File: src/rtl/bcd_digit_converter.sv
// Iterative shift-and-add-3 binary-to-BCD converter; o_done IN_W+1 cycles after an accepted start.
// Back-to-back starts are accepted in the DONE cycle; i_start is ignored while busy, with no queueing.
module bcd_digit_converter #(
    parameter int IN_W   = 14,
    parameter int DIGITS = 4
) (
    input  logic                  i_clk,
    input  logic                  i_rst_n,
    input  logic                  i_start,
    input  logic [IN_W-1:0]       i_value,
    output logic                  o_busy,
    output logic                  o_done,
    output logic [4*DIGITS-1:0]   o_digits,
    output logic                  o_overflow
);

    localparam int BW = 4 * DIGITS;
    localparam int CW = $clog2(IN_W + 1);
    localparam logic [CW-1:0] LAST = CW'(IN_W - 1);

    function automatic logic [63:0] pow10(input int n);
        logic [63:0] r;
        r = 64'd1;
        for (int i = 0; i < n; i++) begin
            r = r * 64'd10;
        end
        return r;
    endfunction

    localparam logic [63:0] MAX_VAL = pow10(DIGITS) - 64'd1;

    typedef enum logic [1:0] {
        IDLE = 2'd0,
        CONV = 2'd1,
        DONE = 2'd2
    } state_t;

    state_t          state_q;
    state_t          state_d;
    logic [IN_W-1:0] shift_q;
    logic [BW-1:0]   bcd_q;
    logic [CW-1:0]   cnt_q;
    logic            ovf_q;

    logic            load;
    logic            step;
    logic            last;
    logic [63:0]     value_ext;
    logic            value_ovf;
    logic [BW-1:0]   bcd_adj;
    logic [BW-1:0]   bcd_next;
    logic [IN_W-1:0] shift_next;

    assign value_ext = 64'(i_value);
    assign value_ovf = (value_ext > MAX_VAL);
    assign last      = (cnt_q == LAST);

    // Nibbles >= 5 get +3 so the following doubling carries correctly into the next digit.
    always_comb begin
        bcd_adj = bcd_q;
        for (int d = 0; d < DIGITS; d++) begin
            if (bcd_q[4*d +: 4] >= 4'd5) begin
                bcd_adj[4*d +: 4] = bcd_q[4*d +: 4] + 4'd3;
            end
        end
    end

    // The bit shifted out of the top digit is dropped, leaving value mod 10^DIGITS.
    assign bcd_next   = {bcd_adj[BW-2:0], shift_q[IN_W-1]};
    assign shift_next = shift_q << 1;

    always_comb begin
        state_d = state_q;
        load    = 1'b0;
        step    = 1'b0;
        o_busy  = 1'b0;
        o_done  = 1'b0;
        case (state_q)
            IDLE: begin
                if (i_start) begin
                    state_d = CONV;
                    load    = 1'b1;
                end
            end
            CONV: begin
                o_busy = 1'b1;
                step   = 1'b1;
                if (last) begin
                    state_d = DONE;
                end
            end
            DONE: begin
                o_done  = 1'b1;
                state_d = IDLE;
                if (i_start) begin
                    state_d = CONV;
                    load    = 1'b1;
                end
            end
            default: begin
                state_d = IDLE;
            end
        endcase
    end

    always_ff @(posedge i_clk or negedge i_rst_n) begin
        if (!i_rst_n) begin
            state_q <= IDLE;
        end else begin
            state_q <= state_d;
        end
    end

    always_ff @(posedge i_clk or negedge i_rst_n) begin
        if (!i_rst_n) begin
            shift_q    <= '0;
            bcd_q      <= '0;
            cnt_q      <= '0;
            ovf_q      <= 1'b0;
            o_digits   <= '0;
            o_overflow <= 1'b0;
        end else begin
            if (load) begin
                shift_q <= i_value;
                bcd_q   <= '0;
                cnt_q   <= '0;
                ovf_q   <= value_ovf;
            end else if (step) begin
                shift_q <= shift_next;
                bcd_q   <= bcd_next;
                cnt_q   <= cnt_q + CW'(1);
            end
            // Results are published only on entry to DONE, so scratch values never leak out.
            if (step && last) begin
                o_digits   <= bcd_next;
                o_overflow <= ovf_q;
            end
        end
    end

endmodule

File: config.mk
export PLATFORM = sky130hd
export DESIGN_NAME = bcd_digit_converter
export DESIGN_NICKNAME = d
export VERILOG_FILES = /design/src/rtl/bcd_digit_converter.sv
export SDC_FILE = /design/constraint.sdc
export NUM_CORES = 1
export LEC_CHECK = 0
export BUFFER_PORTS_ARGS = -buffer_cell sky130_fd_sc_hd__buf_2
export CAP_MARGIN = 20
export CORE_ASPECT_RATIO = 0.9
export CORE_MARGIN = 2
export CORE_UTILIZATION = 56
export DETAILED_ROUTE_END_ITERATION = 10
export HOLD_SLACK_MARGIN = 0.08
export PLACE_DENSITY = 0.87
export SETUP_SLACK_MARGIN = 0.3
export SYNTH_ARGS = -nofsm -noshare
export SYNTH_HDL_FRONTEND = slang
export SYNTH_SLANG_ARGS = --single-unit
export TNS_END_PERCENT = 10
File: constraint.sdc
create_clock -name i_clk -period 1.6 [get_ports i_clk]
set_input_delay 0.32 -clock i_clk [delete_from_list [all_inputs] [get_ports i_clk]]
set_output_delay 0.32 -clock i_clk [all_outputs]
set_load 0.05 [all_outputs]
==> tab_implementation.tex <==
\begin{tabular}{lr}
\hline
Metric & Value \\
\hline
\multicolumn{2}{l}{\textbf{Logic synthesis}} \\
\quad Ranking of synthesized cells by area & sky130\_fd\_sc\_hd\_\_dfrtp\_1 53\%, sky130\_fd\_sc\_hd\_\_nand2\_1 7.8\%, sky130\_fd\_sc\_hd\_\_ha\_1 4.9\%, sky130\_fd\_sc\_hd\_\_o21ai\_1 4.9\%, sky130\_fd\_sc\_hd\_\_a22oi\_1 3.5\% \\
\quad Synthesis warning total & 0 \\
\quad Post-synthesis share of cell area spent on full adders, half adders and majority gates & 4.90\% \\
\quad Register area share after synthesis & 52.9\% \\
\quad EDFF count, synth & 0 \\
\quad Post-Synthesis Mean Instance Area & 10.4 sq um \\
\quad Most repeated cell in the gate-level netlist after synthesis & sky130\_fd\_sc\_hd\_\_dfrtp\_1 \\
\quad Biggest area consumer among synthesized cells & sky130\_fd\_sc\_hd\_\_dfrtp\_1 \\
\quad Ys async rst share & 100\% \\
\quad Synth top cells by count & 54 x sky130\_fd\_sc\_hd\_\_dfrtp\_1, 53 x sky130\_fd\_sc\_hd\_\_nand2\_1, 25 x sky130\_fd\_sc\_hd\_\_o21ai\_1, 12 x sky130\_fd\_sc\_hd\_\_a22oi\_1, 10 x sky130\_fd\_sc\_hd\_\_ha\_1 \\
\quad Cell area after synthesis & 2550 sq um \\
\quad Post-synthesis simple-gate area fraction & 16.1\% \\
\quad Syn nets & 273 \\
\quad Post-synth top flop & sky130\_fd\_sc\_hd\_\_dfrtp\_1 \\
\quad Mux cell area share after synthesis & 5.49\% \\
\quad Synth top area share & 52.9\% \\
\quad Xor/xnor cell area share of the yosys netlist & 1.37\% \\
\quad Synth unique cells & 32 \\
\quad Flop and latch count out of synthesis & 54 \\
\quad Post-Syn Instances & 246 \\
\quad Combinational family with the most area after synthesis & simple AND/OR/NAND/NOR gates \\
\quad Synth Area in Compound Gates & 14.8\% \\
\multicolumn{2}{l}{\textbf{Layout}} \\
\quad Utilization of the core after routing & 74.6\% \\
\quad Fin nets & 333 \\
\quad Antenna Cells & 0 \\
\quad Share of final-layout standard cells stronger than drive strength 1 & 36.5\% \\
\quad Summed area of non-filler cells in the final layout & 3310 sq um \\
\quad Non-Filler Instances & 369 \\
\quad Layout overhead on the synthesized area & 29.5\% \\
\quad Fillcell total & 312 \\
\multicolumn{2}{l}{\textbf{Detailed routing}} \\
\quad Detail Route Antenna Nets & 0 \\
\quad Via count of the routed design & 2055 \\
\quad First-pass iteration count of the detailed router & 4 \\
\quad Routed WL & 5700 um \\
\quad DRC errors left & 0 \\
\quad First DRT Iteration DRCs & 124 \\
\quad Routed via count divided by cell count & 5.57 \\
\quad Wire length per cell after detailed routing & 15.5 um \\
\multicolumn{2}{l}{\textbf{Timing}} \\
\quad Worst-margin pin slew & 0.487 ns \\
\quad Max-slew violation count & 0 \\
\quad Min Hold Slack & 0.230 ns \\
\quad Unrepaired setup endpoints after global routing & true \\
\quad Period utilisation layout & 92.5\% \\
\quad Total setup violations reported at the end of the flow & 0 \\
\quad Top achievable clock speed & 0.676 GHz \\
\quad Minimum period implied by the final worst setup slack & 1.48 ns \\
\quad Worst relative slew slack & 67.5\% \\
\quad Worst-case clock skew & 0.00572 ns \\
\quad Final count of hold timing violations & 0 \\
\multicolumn{2}{l}{\textbf{CTS}} \\
\quad Number of levels the H-tree was split into & 2 \\
\quad Total CTS buffers & 5 \\
\quad Root buffer selected by CTS & sky130\_fd\_sc\_hd\_\_clkbuf\_8 \\
\quad Count of clock tree sinks & 54 \\
\quad Clock latency at the later pin of the worst-skew pair & 0.30 ns \\
\quad Clock-pin slew of the registers on the worst-case setup and hold paths & 0.09 ns \\
\quad Maximum clock path buffer count & 2 \\
\quad TritonCTS clock tree & built \\
\multicolumn{2}{l}{\textbf{Place}} \\
\quad Standard cell area after detailed placement & 2830 sq um \\
\quad Routability congestion estimate from global placement & 0.796 \\
\quad Total instance count after detailed placement & 340 \\
\quad Port-buffer cells & 35 \\
\quad HPWL after DPL & 3420 um \\
\multicolumn{2}{l}{\textbf{GRT}} \\
\quad Wire length of the first global-routing pass & 9070 um \\
\quad Largest net degree at the start of global routing & 21 \\
\quad Total grt overflow & 0 \\
\quad Global-route usage over all layers & 23.4\% \\
\quad Antenna violations before repair & 0 \\
\quad Number of global-route vias before repair & 2002 \\
\multicolumn{2}{l}{\textbf{Floorplan}} \\
\quad Count of standard-cell rows & 23 \\
\quad Ports & 36 \\
\quad Starting density of the core & 57.6\% \\
\quad Total core area & 4430 sq um \\
\quad Die Y & 68.1 um \\
\quad X dimension of the die & 75.2 um \\
\quad Area of the die & 5110 sq um \\
\multicolumn{2}{l}{\textbf{Setup path}} \\
\quad Kind of end point of the critical path & primary output \\
\quad Crit path arrival time & 1.16 ns \\
\quad Startpoint of the worst setup timing path & state\_q[1] \\
\quad Critical path required time & 1.28 ns \\
\quad Crit path max fanout & 6 \\
\quad Startpoint type of the worst setup path & register \\
\quad Critical setup path kind & register to primary output \\
\quad Launch point of the worst reg-to-reg path & bcd\_q[1] \\
\multicolumn{2}{l}{\textbf{Hold path}} \\
\quad Worst hold path startpoint & i\_value[3] \\
\quad Hold WC Path Type & primary input to register \\
\multicolumn{2}{l}{\textbf{Pwr}} \\
\quad Worst voltage drop across the vdd grid & 1.00 mV \\
\quad Total power draw & 0.00765 W \\
\quad Power density over the cells & 2310 nW/um\^{}2 \\
\quad Leakage & 1.57 nW \\
\multicolumn{2}{l}{\textbf{Outcome}} \\
\quad Run status & finished, final reports clean \\
\multicolumn{2}{l}{\textbf{Job}} \\
\quad Max-Cap Viols & 0 \\
\hline
\end{tabular}
[metrics by stage]
| stage | setup TNS (ns) | worst slack (ns) |
|---|---|---|
| after floorplan | 0 | 0.185 |
| final | 0 | 0.120 |
| after CTS | 0 | 0.106 |
| after global placement | -0.814 | -0.0755 |
| after detailed placement | -1.05 | -0.0919 |
| after global routing | 0 | 0.000733 |
[critical path, cell delays in order, from the launching register on]
cell,delay [ns]
sky130_fd_sc_hd__dfrtp_1,0.39
sky130_fd_sc_hd__nand2b_4,0.16
sky130_fd_sc_hd__inv_4,0.07
sky130_fd_sc_hd__buf_12,0.12
sky130_fd_sc_hd__buf_12,0.13
[final cells by class]
| type | instances | area [sq um] | share of cell area, % |
|---|---|---|---|
| sequential | 54 | 1360 | 41.0 |
| multi-input combinational | 170 | 1230 | 37.4 |
| timing repair buffer | 64 | 495 | 15.0 |
| clock buffer | 7 | 86.3 | 2.61 |
| tap | 62 | 77.6 | 2.35 |
| inverter | 11 | 51.3 | 1.55 |
| clock inverter | 1 | 5.00 | 0.151 |
[power breakdown]
| part | leakage, nW | switching [W] | internal (W) |
|---|---|---|---|
| combinational | 0.852 | 0.00243 | 0.00193 |
| clock | 0.0482 | 0.000427 | 0.000350 |
| sequential | 0.672 | 0.000532 | 0.00199 |
[path summary, 6_finish.rpt]
kind                                endpoint  slack (ns)  depth (start not counted)
worst min register to register   o_digits[5]        0.49                          2
min in group asynchronous       o_digits[11]        0.50                          2
worst max-delay path                  o_busy        0.12                          4
worst min-delay path              shift_q[3]        0.23                          3
worst max register to register   o_digits[4]        0.12                          6
max in group asynchronous         state_q[0]        0.61                          3
[cells by family after synthesis]
group           Yosys count
simple gates             86
compound gates           59
flops                    54
buf+inv                  22
mux                      11
fa+ha+maj                10
xor+xnor                  4
[metal layers]
| metal | track usage [%] | part of all wire [%] |
|---|---|---|
| met5 | 0 | 0 |
| met4 | 7.24 | 2.1 |
| met3 | 4.12 | 4.5 |
| met2 | 41.3 | 51 |
| met1 | 29.4 | 42 |
[sequential cells by signal (all words and copies together), names as in the netlist]
signal,flops
bcd_q,16
o_digits,16
shift_q,14
cnt_q,4
state_q,2
o_overflow,1
ovf_q,1
[what timing repair did]
action | in CTS | in global routing
hold buffers | 1 | 0
endpoints found under the hold margin | 17 | 0
gates cloned | 1 | 0
endpoints found under the setup margin | 53 | 52
gates resized for setup | 25 | 21
buffers inserted | 10 | 9
pin swaps | 5 | 10
[cells in the final DEF, fill, tap and decap left out, types with 5 or more instances in the layout]
cell type	n
sky130_fd_sc_hd__dfrtp_1	51
sky130_fd_sc_hd__nand2_1	53
sky130_fd_sc_hd__o21ai_1	25
sky130_fd_sc_hd__mux2_4	6
sky130_fd_sc_hd__clkbuf_8	6
sky130_fd_sc_hd__ha_4	5
sky130_fd_sc_hd__nor3b_1	7
sky130_fd_sc_hd__nand3_1	7
sky130_fd_sc_hd__buf_2	33
sky130_fd_sc_hd__buf_4	22
sky130_fd_sc_hd__nor3_1	5
sky130_fd_sc_hd__inv_2	7
sky130_fd_sc_hd__a21oi_1	7
sky130_fd_sc_hd__nand2b_4	5
sky130_fd_sc_hd__a22oi_1	12
sky130_fd_sc_hd__buf_12	5
sky130_fd_sc_hd__a22o_1	8
Note: power is estimated with default switching activity, not from simulation.
